<file path="src/rtl/instr_fetch_unit_if.sv">
// Fetch-stage bundle: instruction-memory request/response channel plus the decode-facing
// instruction port and the redirect/stall controls from later stages.
interface instr_fetch_unit_if;
    logic        imem_req_valid;
    logic        imem_req_ready;
    logic [31:0] imem_addr;
    logic        imem_rsp_valid;
    logic [31:0] imem_rsp_data;
    logic        jump_branch_enable;
    logic [31:0] jump_target;
    logic        stall;
    logic [31:0] instruction;
    logic [31:0] instr_pc;
    logic        instr_valid;

    modport master (
        output imem_req_valid,
        output imem_addr,
        output instruction,
        output instr_pc,
        output instr_valid,
        input  imem_req_ready,
        input  imem_rsp_valid,
        input  imem_rsp_data,
        input  jump_branch_enable,
        input  jump_target,
        input  stall
    );

    modport slave (
        input  imem_req_valid,
        input  imem_addr,
        input  instruction,
        input  instr_pc,
        input  instr_valid,
        output imem_req_ready,
        output imem_rsp_valid,
        output imem_rsp_data,
        output jump_branch_enable,
        output jump_target,
        output stall
    );
endinterface

</file>
<file path="src/rtl/instr_fetch_unit.sv">
// Instruction fetch stage: one outstanding word read, registered decode output and a
// one-entry holding buffer that absorbs a response arriving while decode is stalled.
module instr_fetch_unit #(
    parameter logic [31:0] RESET_PC  = 32'h0000_0000,
    parameter logic [31:0] NOP_INSTR = 32'h0000_0013
) (
    input logic                clk,
    input logic                reset,
    instr_fetch_unit_if.master bus
);

    typedef enum logic [1:0] {
        StIdle,
        StReq,
        StWait,
        StHold
    } state_t;

    state_t      state_q, state_d;
    logic [31:0] fetch_pc_q, fetch_pc_d;
    logic [31:0] req_pc_q, req_pc_d;
    logic        kill_q, kill_d;
    logic        buf_valid_q, buf_valid_d;
    logic [31:0] buf_data_q, buf_data_d;
    logic [31:0] buf_pc_q, buf_pc_d;
    logic [31:0] instr_q, instr_d;
    logic [31:0] pc_q, pc_d;
    logic        valid_q, valid_d;

    logic        jump;
    logic [31:0] target;
    logic        req_fire;
    logic        rsp_take;
    logic        out_free;
    logic        rsp_to_out;

    assign jump       = bus.jump_branch_enable;
    assign target     = bus.jump_target & ~32'h3;
    assign req_fire   = (state_q == StReq) && bus.imem_req_ready;
    // A redirect in the same cycle as the response throws that response away.
    assign rsp_take   = (state_q == StWait) && bus.imem_rsp_valid && !kill_q && !jump;
    assign out_free   = !valid_q || !bus.stall;
    assign rsp_to_out = rsp_take && out_free && !buf_valid_q;

    // Decode-facing output register and holding buffer.
    always_comb begin
        instr_d     = instr_q;
        pc_d        = pc_q;
        valid_d     = valid_q;
        buf_valid_d = buf_valid_q;
        buf_data_d  = buf_data_q;
        buf_pc_d    = buf_pc_q;

        if (jump) begin
            instr_d     = NOP_INSTR;
            valid_d     = 1'b0;
            buf_valid_d = 1'b0;
        end else begin
            if (out_free) begin
                if (buf_valid_q) begin
                    instr_d     = buf_data_q;
                    pc_d        = buf_pc_q;
                    valid_d     = 1'b1;
                    buf_valid_d = 1'b0;
                end else if (rsp_take) begin
                    instr_d = bus.imem_rsp_data;
                    pc_d    = req_pc_q;
                    valid_d = 1'b1;
                end else begin
                    instr_d = NOP_INSTR;
                    valid_d = 1'b0;
                end
            end
            if (rsp_take && !rsp_to_out) begin
                buf_valid_d = 1'b1;
                buf_data_d  = bus.imem_rsp_data;
                buf_pc_d    = req_pc_q;
            end
        end
    end

    // Request sequencing and redirect handling.
    always_comb begin
        state_d    = state_q;
        fetch_pc_d = fetch_pc_q;
        req_pc_d   = req_pc_q;
        kill_d     = kill_q;

        unique case (state_q)
            StIdle: begin
                state_d = StReq;
            end
            StReq: begin
                if (req_fire) begin
                    req_pc_d = fetch_pc_q;
                    state_d  = StWait;
                    if (jump) kill_d = 1'b1;
                end
            end
            StWait: begin
                if (bus.imem_rsp_valid) begin
                    if (kill_q || jump) begin
                        kill_d  = 1'b0;
                        state_d = StReq;
                    end else begin
                        fetch_pc_d = req_pc_q + 32'd4;
                        state_d    = buf_valid_d ? StHold : StReq;
                    end
                end else if (jump) begin
                    // The in-flight word belongs to the old path; drop it on arrival.
                    kill_d = 1'b1;
                end
            end
            StHold: begin
                if (jump || !buf_valid_d) state_d = StReq;
            end
        endcase

        if (jump) fetch_pc_d = target;
    end

    always_ff @(posedge clk or posedge reset) begin
        if (reset) begin
            state_q     <= StIdle;
            fetch_pc_q  <= RESET_PC;
            req_pc_q    <= 32'h0;
            kill_q      <= 1'b0;
            buf_valid_q <= 1'b0;
            buf_data_q  <= 32'h0;
            buf_pc_q    <= 32'h0;
            instr_q     <= NOP_INSTR;
            pc_q        <= 32'h0;
            valid_q     <= 1'b0;
        end else begin
            state_q     <= state_d;
            fetch_pc_q  <= fetch_pc_d;
            req_pc_q    <= req_pc_d;
            kill_q      <= kill_d;
            buf_valid_q <= buf_valid_d;
            buf_data_q  <= buf_data_d;
            buf_pc_q    <= buf_pc_d;
            instr_q     <= instr_d;
            pc_q        <= pc_d;
            valid_q     <= valid_d;
        end
    end

    assign bus.imem_req_valid = (state_q == StReq);
    assign bus.imem_addr      = fetch_pc_q;
    assign bus.instruction    = instr_q;
    assign bus.instr_pc       = pc_q;
    assign bus.instr_valid    = valid_q;

    // The buffer only ever holds a word while requests are paused.
    assert property (@(posedge clk) disable iff (reset) buf_valid_q |-> state_q == StHold);
    assert property (@(posedge clk) disable iff (reset) kill_q |-> state_q == StWait);

endmodule

</file>
<file path="src/flat_wrapper.sv">
// flat-port wrapper written by rule: the top's interface ports become plain ports
module instr_fetch_unit_flat 
#(
    parameter logic [31:0] RESET_PC  = 32'h0000_0000,
    parameter logic [31:0] NOP_INSTR = 32'h0000_0013
)
  (clk, reset, bus_imem_req_valid, bus_imem_addr, bus_instruction, bus_instr_pc, bus_instr_valid, bus_imem_req_ready, bus_imem_rsp_valid, bus_imem_rsp_data, bus_jump_branch_enable, bus_jump_target, bus_stall);
  instr_fetch_unit_if bus_i ();
  input logic clk;
  input logic reset;
  output wire logic [$bits(bus_i.imem_req_valid)-1:0] bus_imem_req_valid;
  output wire logic [$bits(bus_i.imem_addr)-1:0] bus_imem_addr;
  output wire logic [$bits(bus_i.instruction)-1:0] bus_instruction;
  output wire logic [$bits(bus_i.instr_pc)-1:0] bus_instr_pc;
  output wire logic [$bits(bus_i.instr_valid)-1:0] bus_instr_valid;
  input wire logic [$bits(bus_i.imem_req_ready)-1:0] bus_imem_req_ready;
  input wire logic [$bits(bus_i.imem_rsp_valid)-1:0] bus_imem_rsp_valid;
  input wire logic [$bits(bus_i.imem_rsp_data)-1:0] bus_imem_rsp_data;
  input wire logic [$bits(bus_i.jump_branch_enable)-1:0] bus_jump_branch_enable;
  input wire logic [$bits(bus_i.jump_target)-1:0] bus_jump_target;
  input wire logic [$bits(bus_i.stall)-1:0] bus_stall;
  assign bus_imem_req_valid = bus_i.imem_req_valid;
  assign bus_imem_addr = bus_i.imem_addr;
  assign bus_instruction = bus_i.instruction;
  assign bus_instr_pc = bus_i.instr_pc;
  assign bus_instr_valid = bus_i.instr_valid;
  assign bus_i.imem_req_ready = bus_imem_req_ready;
  assign bus_i.imem_rsp_valid = bus_imem_rsp_valid;
  assign bus_i.imem_rsp_data = bus_imem_rsp_data;
  assign bus_i.jump_branch_enable = bus_jump_branch_enable;
  assign bus_i.jump_target = bus_jump_target;
  assign bus_i.stall = bus_stall;
  instr_fetch_unit #(.RESET_PC(RESET_PC), .NOP_INSTR(NOP_INSTR)) u_core (.clk(clk), .reset(reset), .bus(bus_i));
endmodule
</file>
<file path="config.mk">
export PLATFORM = sky130hd
export DESIGN_NAME = instr_fetch_unit_flat
export DESIGN_NICKNAME = d
export VERILOG_FILES = /design/src/rtl/instr_fetch_unit_if.sv /design/src/rtl/instr_fetch_unit.sv /design/src/flat_wrapper.sv
export SDC_FILE = /design/constraint.sdc
export NUM_CORES = 1
export LEC_CHECK = 0
export ABC_AREA = 1
export BUFFER_PORTS_ARGS = -buffer_cell sky130_fd_sc_hd__buf_2
export CORE_MARGIN = 5
export CORE_UTILIZATION = 35
export CTS_CLUSTER_DIAMETER = 150
export DETAILED_ROUTE_END_ITERATION = 8
export SYNTH_ARGS = -nofsm -noshare
export SYNTH_HDL_FRONTEND = slang
export SYNTH_SLANG_ARGS = --single-unit
</file>
<file path="constraint.sdc">
create_clock -name clk -period 7.6 [get_ports clk]
set_input_delay 1.52 -clock clk [delete_from_list [all_inputs] [get_ports clk]]
set_output_delay 1.52 -clock clk [all_outputs]
set_load 0.01 [all_outputs]
</file>
# [Yosys cells after proc, flatten, opt, wreduce, memory -nomap -nowiden]
# Cells that the tools add are included.
[totals] out_inout_bits=98 ff_bits=197 input_bits=70 word_cells=77
[op_classes] n_reduce_logical=29 n_eq_ne=8 n_addsub=1 n_mux=28 bitwise=1
[ops] op="2-to-1 mux 32 bit" n=10
[ops] op="adder 32 x 3 -> 32 bit (second input constant)" n=1
[ops] op="AND reduction 3 bit" n=4
[ops] op="2-to-1 mux 1 bit" n=11
[ops] op="2-to-1 mux 2 bit" n=5
[ops] op="nonzero test 2 bit" n=5
[ops] op="case mux 2 bit (4 select lines)" n=1
[ops] op="logical AND 1 bit" n=7
[ops] op="logical NOT 1 bit" n=7
[ops] op="== test 2 bit (second input constant)" n=2
[ops] op="inequality test 2 x 1 -> 1 bit (second input constant)" n=2
[ops] op="inequality test 2 bit (second input constant)" n=2
[ops] op="AND reduction 2 bit" n=2
[ops] op="logical OR 1 bit" n=3
[ops] op="inequality test 3 bit (second input constant)" n=1
[ops] op="== test 2 x 1 -> 1 bit (second input constant)" n=1
[ops] op="logical NOT 2 bit" n=1
[ops] op="case mux 1 bit (2 select lines)" n=1
[ops] op="NOT 1 bit" n=1

# [Longest topological paths before layout]
[depth] ltp_word=14 mapped_depth=11

# [Worst setup path after synthesis]
# No wires, ideal clock.
[synth_path] kind="input to register" startpoint="in bus_jump_branch_enable" endpoint="reg u_core.pc_q[0], in the netlist u_core.bus.instr_pc[0]" path_slack_ns=5.046 n_path_buf=3 path_stages=7 t_arrival_ns=2.424 required_ns=7.470 cell_sequence="buf_4 -> nor2_4 -> nand2_2 -> a21oi_2 -> buf_6 -> buf_2 -> a31oi_1"
[synth_via] elab_chain_cells=4
[synth_rtl] item="start, declared" line="flat_wrapper.sv:19" rtl="input wire logic [$bits(bus_i.jump_branch_enable)-1:0] bus_jump_branch_enable;"
[synth_rtl] item="logical NOT 1 bit" line="instr_fetch_unit.sv:41" rtl="assign rsp_take = (state_q == StWait) && bus.imem_rsp_valid && !kill_q && !jump;"
[synth_rtl] item="logical AND 1 bit" line="instr_fetch_unit.sv:41"
[synth_rtl] item="nonzero test 2 bit (no source line)"
[synth_rtl] item="AND reduction 3 bit (no source line) (*)"
[synth_rtl] item="end signal, assigned" line="instr_fetch_unit.sv:143" rtl="pc_q <= pc_d;"
[synth_rtl] item="end, declared" line="instr_fetch_unit.sv:27" rtl="logic [31:0] pc_q, pc_d;"
# Every way passes the cells marked *; elsewhere a longest branch is shown, timed or not.
# A chain may end at the register's enable or synchronous reset.

# [Worst setup path after layout]
[layout_path] startpoint="in bus_jump_branch_enable" endpoint="reg u_core.instr_q[29], in the netlist u_core.bus.instruction[29]"
[layout_via] elab_chain_cells=6
[layout_rtl] item="logical NOT 1 bit" line="instr_fetch_unit.sv:41"
[layout_rtl] item="logical AND 1 bit" line="instr_fetch_unit.sv:41"
[layout_rtl] item="2-to-1 mux 32 bit" line="instr_fetch_unit.sv:65" rtl="end else if (rsp_take) begin"
[layout_rtl] item="2-to-1 mux 32 bit" line="instr_fetch_unit.sv:60" rtl="if (buf_valid_q) begin"
[layout_rtl] item="2-to-1 mux 32 bit" line="instr_fetch_unit.sv:59" rtl="if (out_free) begin"
[layout_rtl] item="2-to-1 mux 32 bit" line="instr_fetch_unit.sv:54" rtl="if (jump) begin"
[layout_rtl] item="end signal, assigned" line="instr_fetch_unit.sv:142" rtl="instr_q <= instr_d;"
[layout_rtl] item="end, declared" line="instr_fetch_unit.sv:26" rtl="logic [31:0] instr_q, instr_d;"
# Several ways; a longest one is shown, not always the timed one. The select of a mux whose other input is x is not followed.

==> qor.yml <==
status: "completed"
design_area_um2: 10700
grt_usage_pct: 17.4
gr-total-overflow: 0
row_count: 59
root_buffer: "clkbuf_16"
startpoint_type: "primary input"
rsz0062_at_grt: "no"
drive_above_1_share_pct: 17.9
coreArea_um2: 25800
hold_class: "register to register"
grt_use_met1_pct: 25.2
met2_usage_pct: 27.4
cts_tree: "built"
antenna_found_initial: 0
fin_tns_setup_ps: 0
place_area_um2: 10100
path_max_fanout: 29
fp.dieH_um: 171
cp.arrival_ps: 3900
cp.required_ps: 7950
syn2layout_area_growth_pct: 17.3
setup_violations: 0
numCtsBuffers: 17
cts_sinks: 197
hold_depth: 2
dpl.hpwl_um: 17000
cp-endpoint: "u_core.bus.instruction[29]"
startpoint: "bus_jump_branch_enable"
fmax_mhz: 281
hold_viol_final: 0
crit_path_cell_trace: "buf_2, inv_1, nand2_1, inv_1, o21ai_0, o21ai_0"
slew_headroom_pct: 31.6
holdWs_ps: 486
worst_skew_pair.late_latency_ps: 430
ys_warn_count: 0
p_leak_uw: 0.00533
syn_area_um2: 9080
die_area_um2: 29300
pwr_density_cell_nw_per_um2: 291
postRouteAntennaNets: 0
critPathKind: "primary input to register"
nets: 1305
cts_hold_buf: 0
cts-htree-levels: 4
post-route-util_pct: 41.2
synth.avg_cell_area_um2: 8.26
die_w_um: 171
endpoint_kind: "register"
synth_cell_type_count: 33
start_util_pct: 35.2
seq_area_frac_synth_pct: 54.3
max_cap_viol_count: 0
cts.path.max_buffers: 2
drc: 0
insertedDiodeCount: 0
synth_nets: 1175
slowest_stage: "inv_1"
io_buffers: 165
cts.clk_slew.worst_paths_ps: 70
rr_endpoint: "u_core.buf_pc_q[16]"
routedWlPerCell_um: 16.2
pin_count: 168
grt_pass1_wl_um: 40300
routabilityCongestion: 0.879
tightest_slew_ps: 1030
cts_setup_buffers: 0
post-route-min-period_ps: 3560
rr_startpoint: "u_core.buf_valid_q"
max-vdd-ir-drop_mv: 0.127
maxSlewViolCount: 0
grt_max_degree: 127
slowest_delay_ps: 770
met3_usage_pct: 3.30
busiest_layer: "met2"
dr.first_iter.drc_count: 720
r2r_cells: 6
reg2reg_slack_ps: 4420
vias: 7807
syn_inst: 1100
cts_resized: 0
drt-total-wl_um: 25500
min_period_over_period_pct: 46.8
firstDrtPassIters: 5
grt_pass1_vias: 7258
ys_ff_latch: 197
via_per_inst: 4.95
fin_skew_ps: 13.3
-- synthesized netlist by cell type, drive strengths merged --
| master | n | area (um^2) |
|---|---|---|
| a21oi | 51 | 259 |
| a22o | 27 | 236 |
| a311oi | 1 | 8.76 |
| a31oi | 34 | 213 |
| buf | 34 | 183 |
| clkbuf | 27 | 101 |
| dfrtp | 194 | 4850 |
| dfstp | 3 | 78.8 |
| ha | 5 | 62.6 |
| inv | 112 | 420 |
| mux2 | 3 | 33.8 |
| nand2 | 275 | 1040 |
| nand3 | 66 | 335 |
| nand4 | 2 | 12.5 |
| nor2 | 140 | 553 |
| nor3 | 1 | 5.00 |
| o211ai | 4 | 30.0 |
| o21ai | 102 | 510 |
| o21bai | 3 | 22.5 |
| o221ai | 5 | 43.8 |
| o22ai | 4 | 25.0 |
| or2 | 2 | 12.5 |
| xor2 | 5 | 43.8 |
-- cell families after synthesis --
kind of cell               Yosys count  synth area share [%]
DFF                                197                  54.3
adders and majority gates            5                 0.689
AOI/OAI and AO/OA                  231                  14.9
xor gates and xnor gates             5                 0.482
buffers and inverters              173                  7.76
and+or+nand+nor                    486                  21.5
muxes                                3                 0.372
-- worst max-delay path, delay by kind of cell --
kind                   cells  cell delay, ps
buffers and inverters      3            1720
AOI/OAI and AO/OA          2             380
and+or+nand+nor            1             270
-- per-layer routing --
| layer | part of all wire [%] | vias up | wire length, um |
|---|---|---|---|
| li1 | - | 3821 | - |
| met1 | 47 | 3719 | 11900 |
| met2 | 46 | 249 | 11600 |
| met3 | 6.8 | 18 | 1740 |
| met4 | 0.93 | 0 | 238 |
| met5 | 0 | - | 0 |
-- stage by stage --
| stage | total power (uW) | std cells | setup WS (ps) |
|---|---|---|---|
| after floorplan | 1930 | 1100 | 716 |
| after global placement | 2260 | 1546 | 3520 |
| after detailed placement | 2270 | 1546 | 3480 |
| after global routing | 3300 | 1578 | 3710 |
| after CTS | 3130 | 1578 | 3940 |
| final | 3100 | 1578 | 4040 |
-- registers in the layout, indices dropped and copies added (netlist names) --
signal and cells:
u_core.buf_data_q 32, u_core.buf_pc_q 32, u_core.buf_valid_q 1, u_core.bus.imem_addr 32, u_core.bus.instr_pc 32, u_core.bus.instr_valid 1
u_core.bus.instruction 32, u_core.kill_q 1, u_core.req_pc_q 32, u_core.state_q 2
-- worst min-delay path by stage --
stage | start | endpoint | slack, ps
after floorplan | u_core.buf_data_q[29] | u_core.buf_data_q[29] | 450
after global placement | u_core.buf_data_q[29] | u_core.buf_data_q[29] | 460
after detailed placement | u_core.buf_pc_q[24] | u_core.buf_pc_q[24] | 470
after CTS | u_core.buf_pc_q[24] | u_core.buf_pc_q[24] | 490
after global routing | u_core.buf_pc_q[29] | u_core.buf_pc_q[29] | 500
final | u_core.bus.instruction[30] | u_core.bus.instruction[30] | 490
-- area by class of cell --
class,instances,area [um^2]
multi-input cells,730,3460
repair buffers,172,878
well taps,335,419
clock inverters,11,93.8
fillers,2674,15200
clock buffers,21,440
flip-flops and latches,197,4930
inverters,112,428
-- power by group --
part | leakage, uW | internal [uW] | switching, uW
Sequential | 0.00239 | 1250 | 218
Combinational | 0.00268 | 291 | 487
Clock | 0.000253 | 429 | 423
-- cell usage in the layout, fill, tap and decap left out, drive strengths merged, types with 4 or more instances in the layout --
cell / count
nand2: 275
dfrtp: 194
buf: 172
nor2: 140
inv: 118
o21ai: 102
nand3: 66
a21oi: 51
a31oi: 34
a22o: 27
clkbuf: 21
xor2: 5
o221ai: 5
ha: 5
o22ai: 4
o211ai: 4
Note: power is estimated with default switching activity, not from simulation.
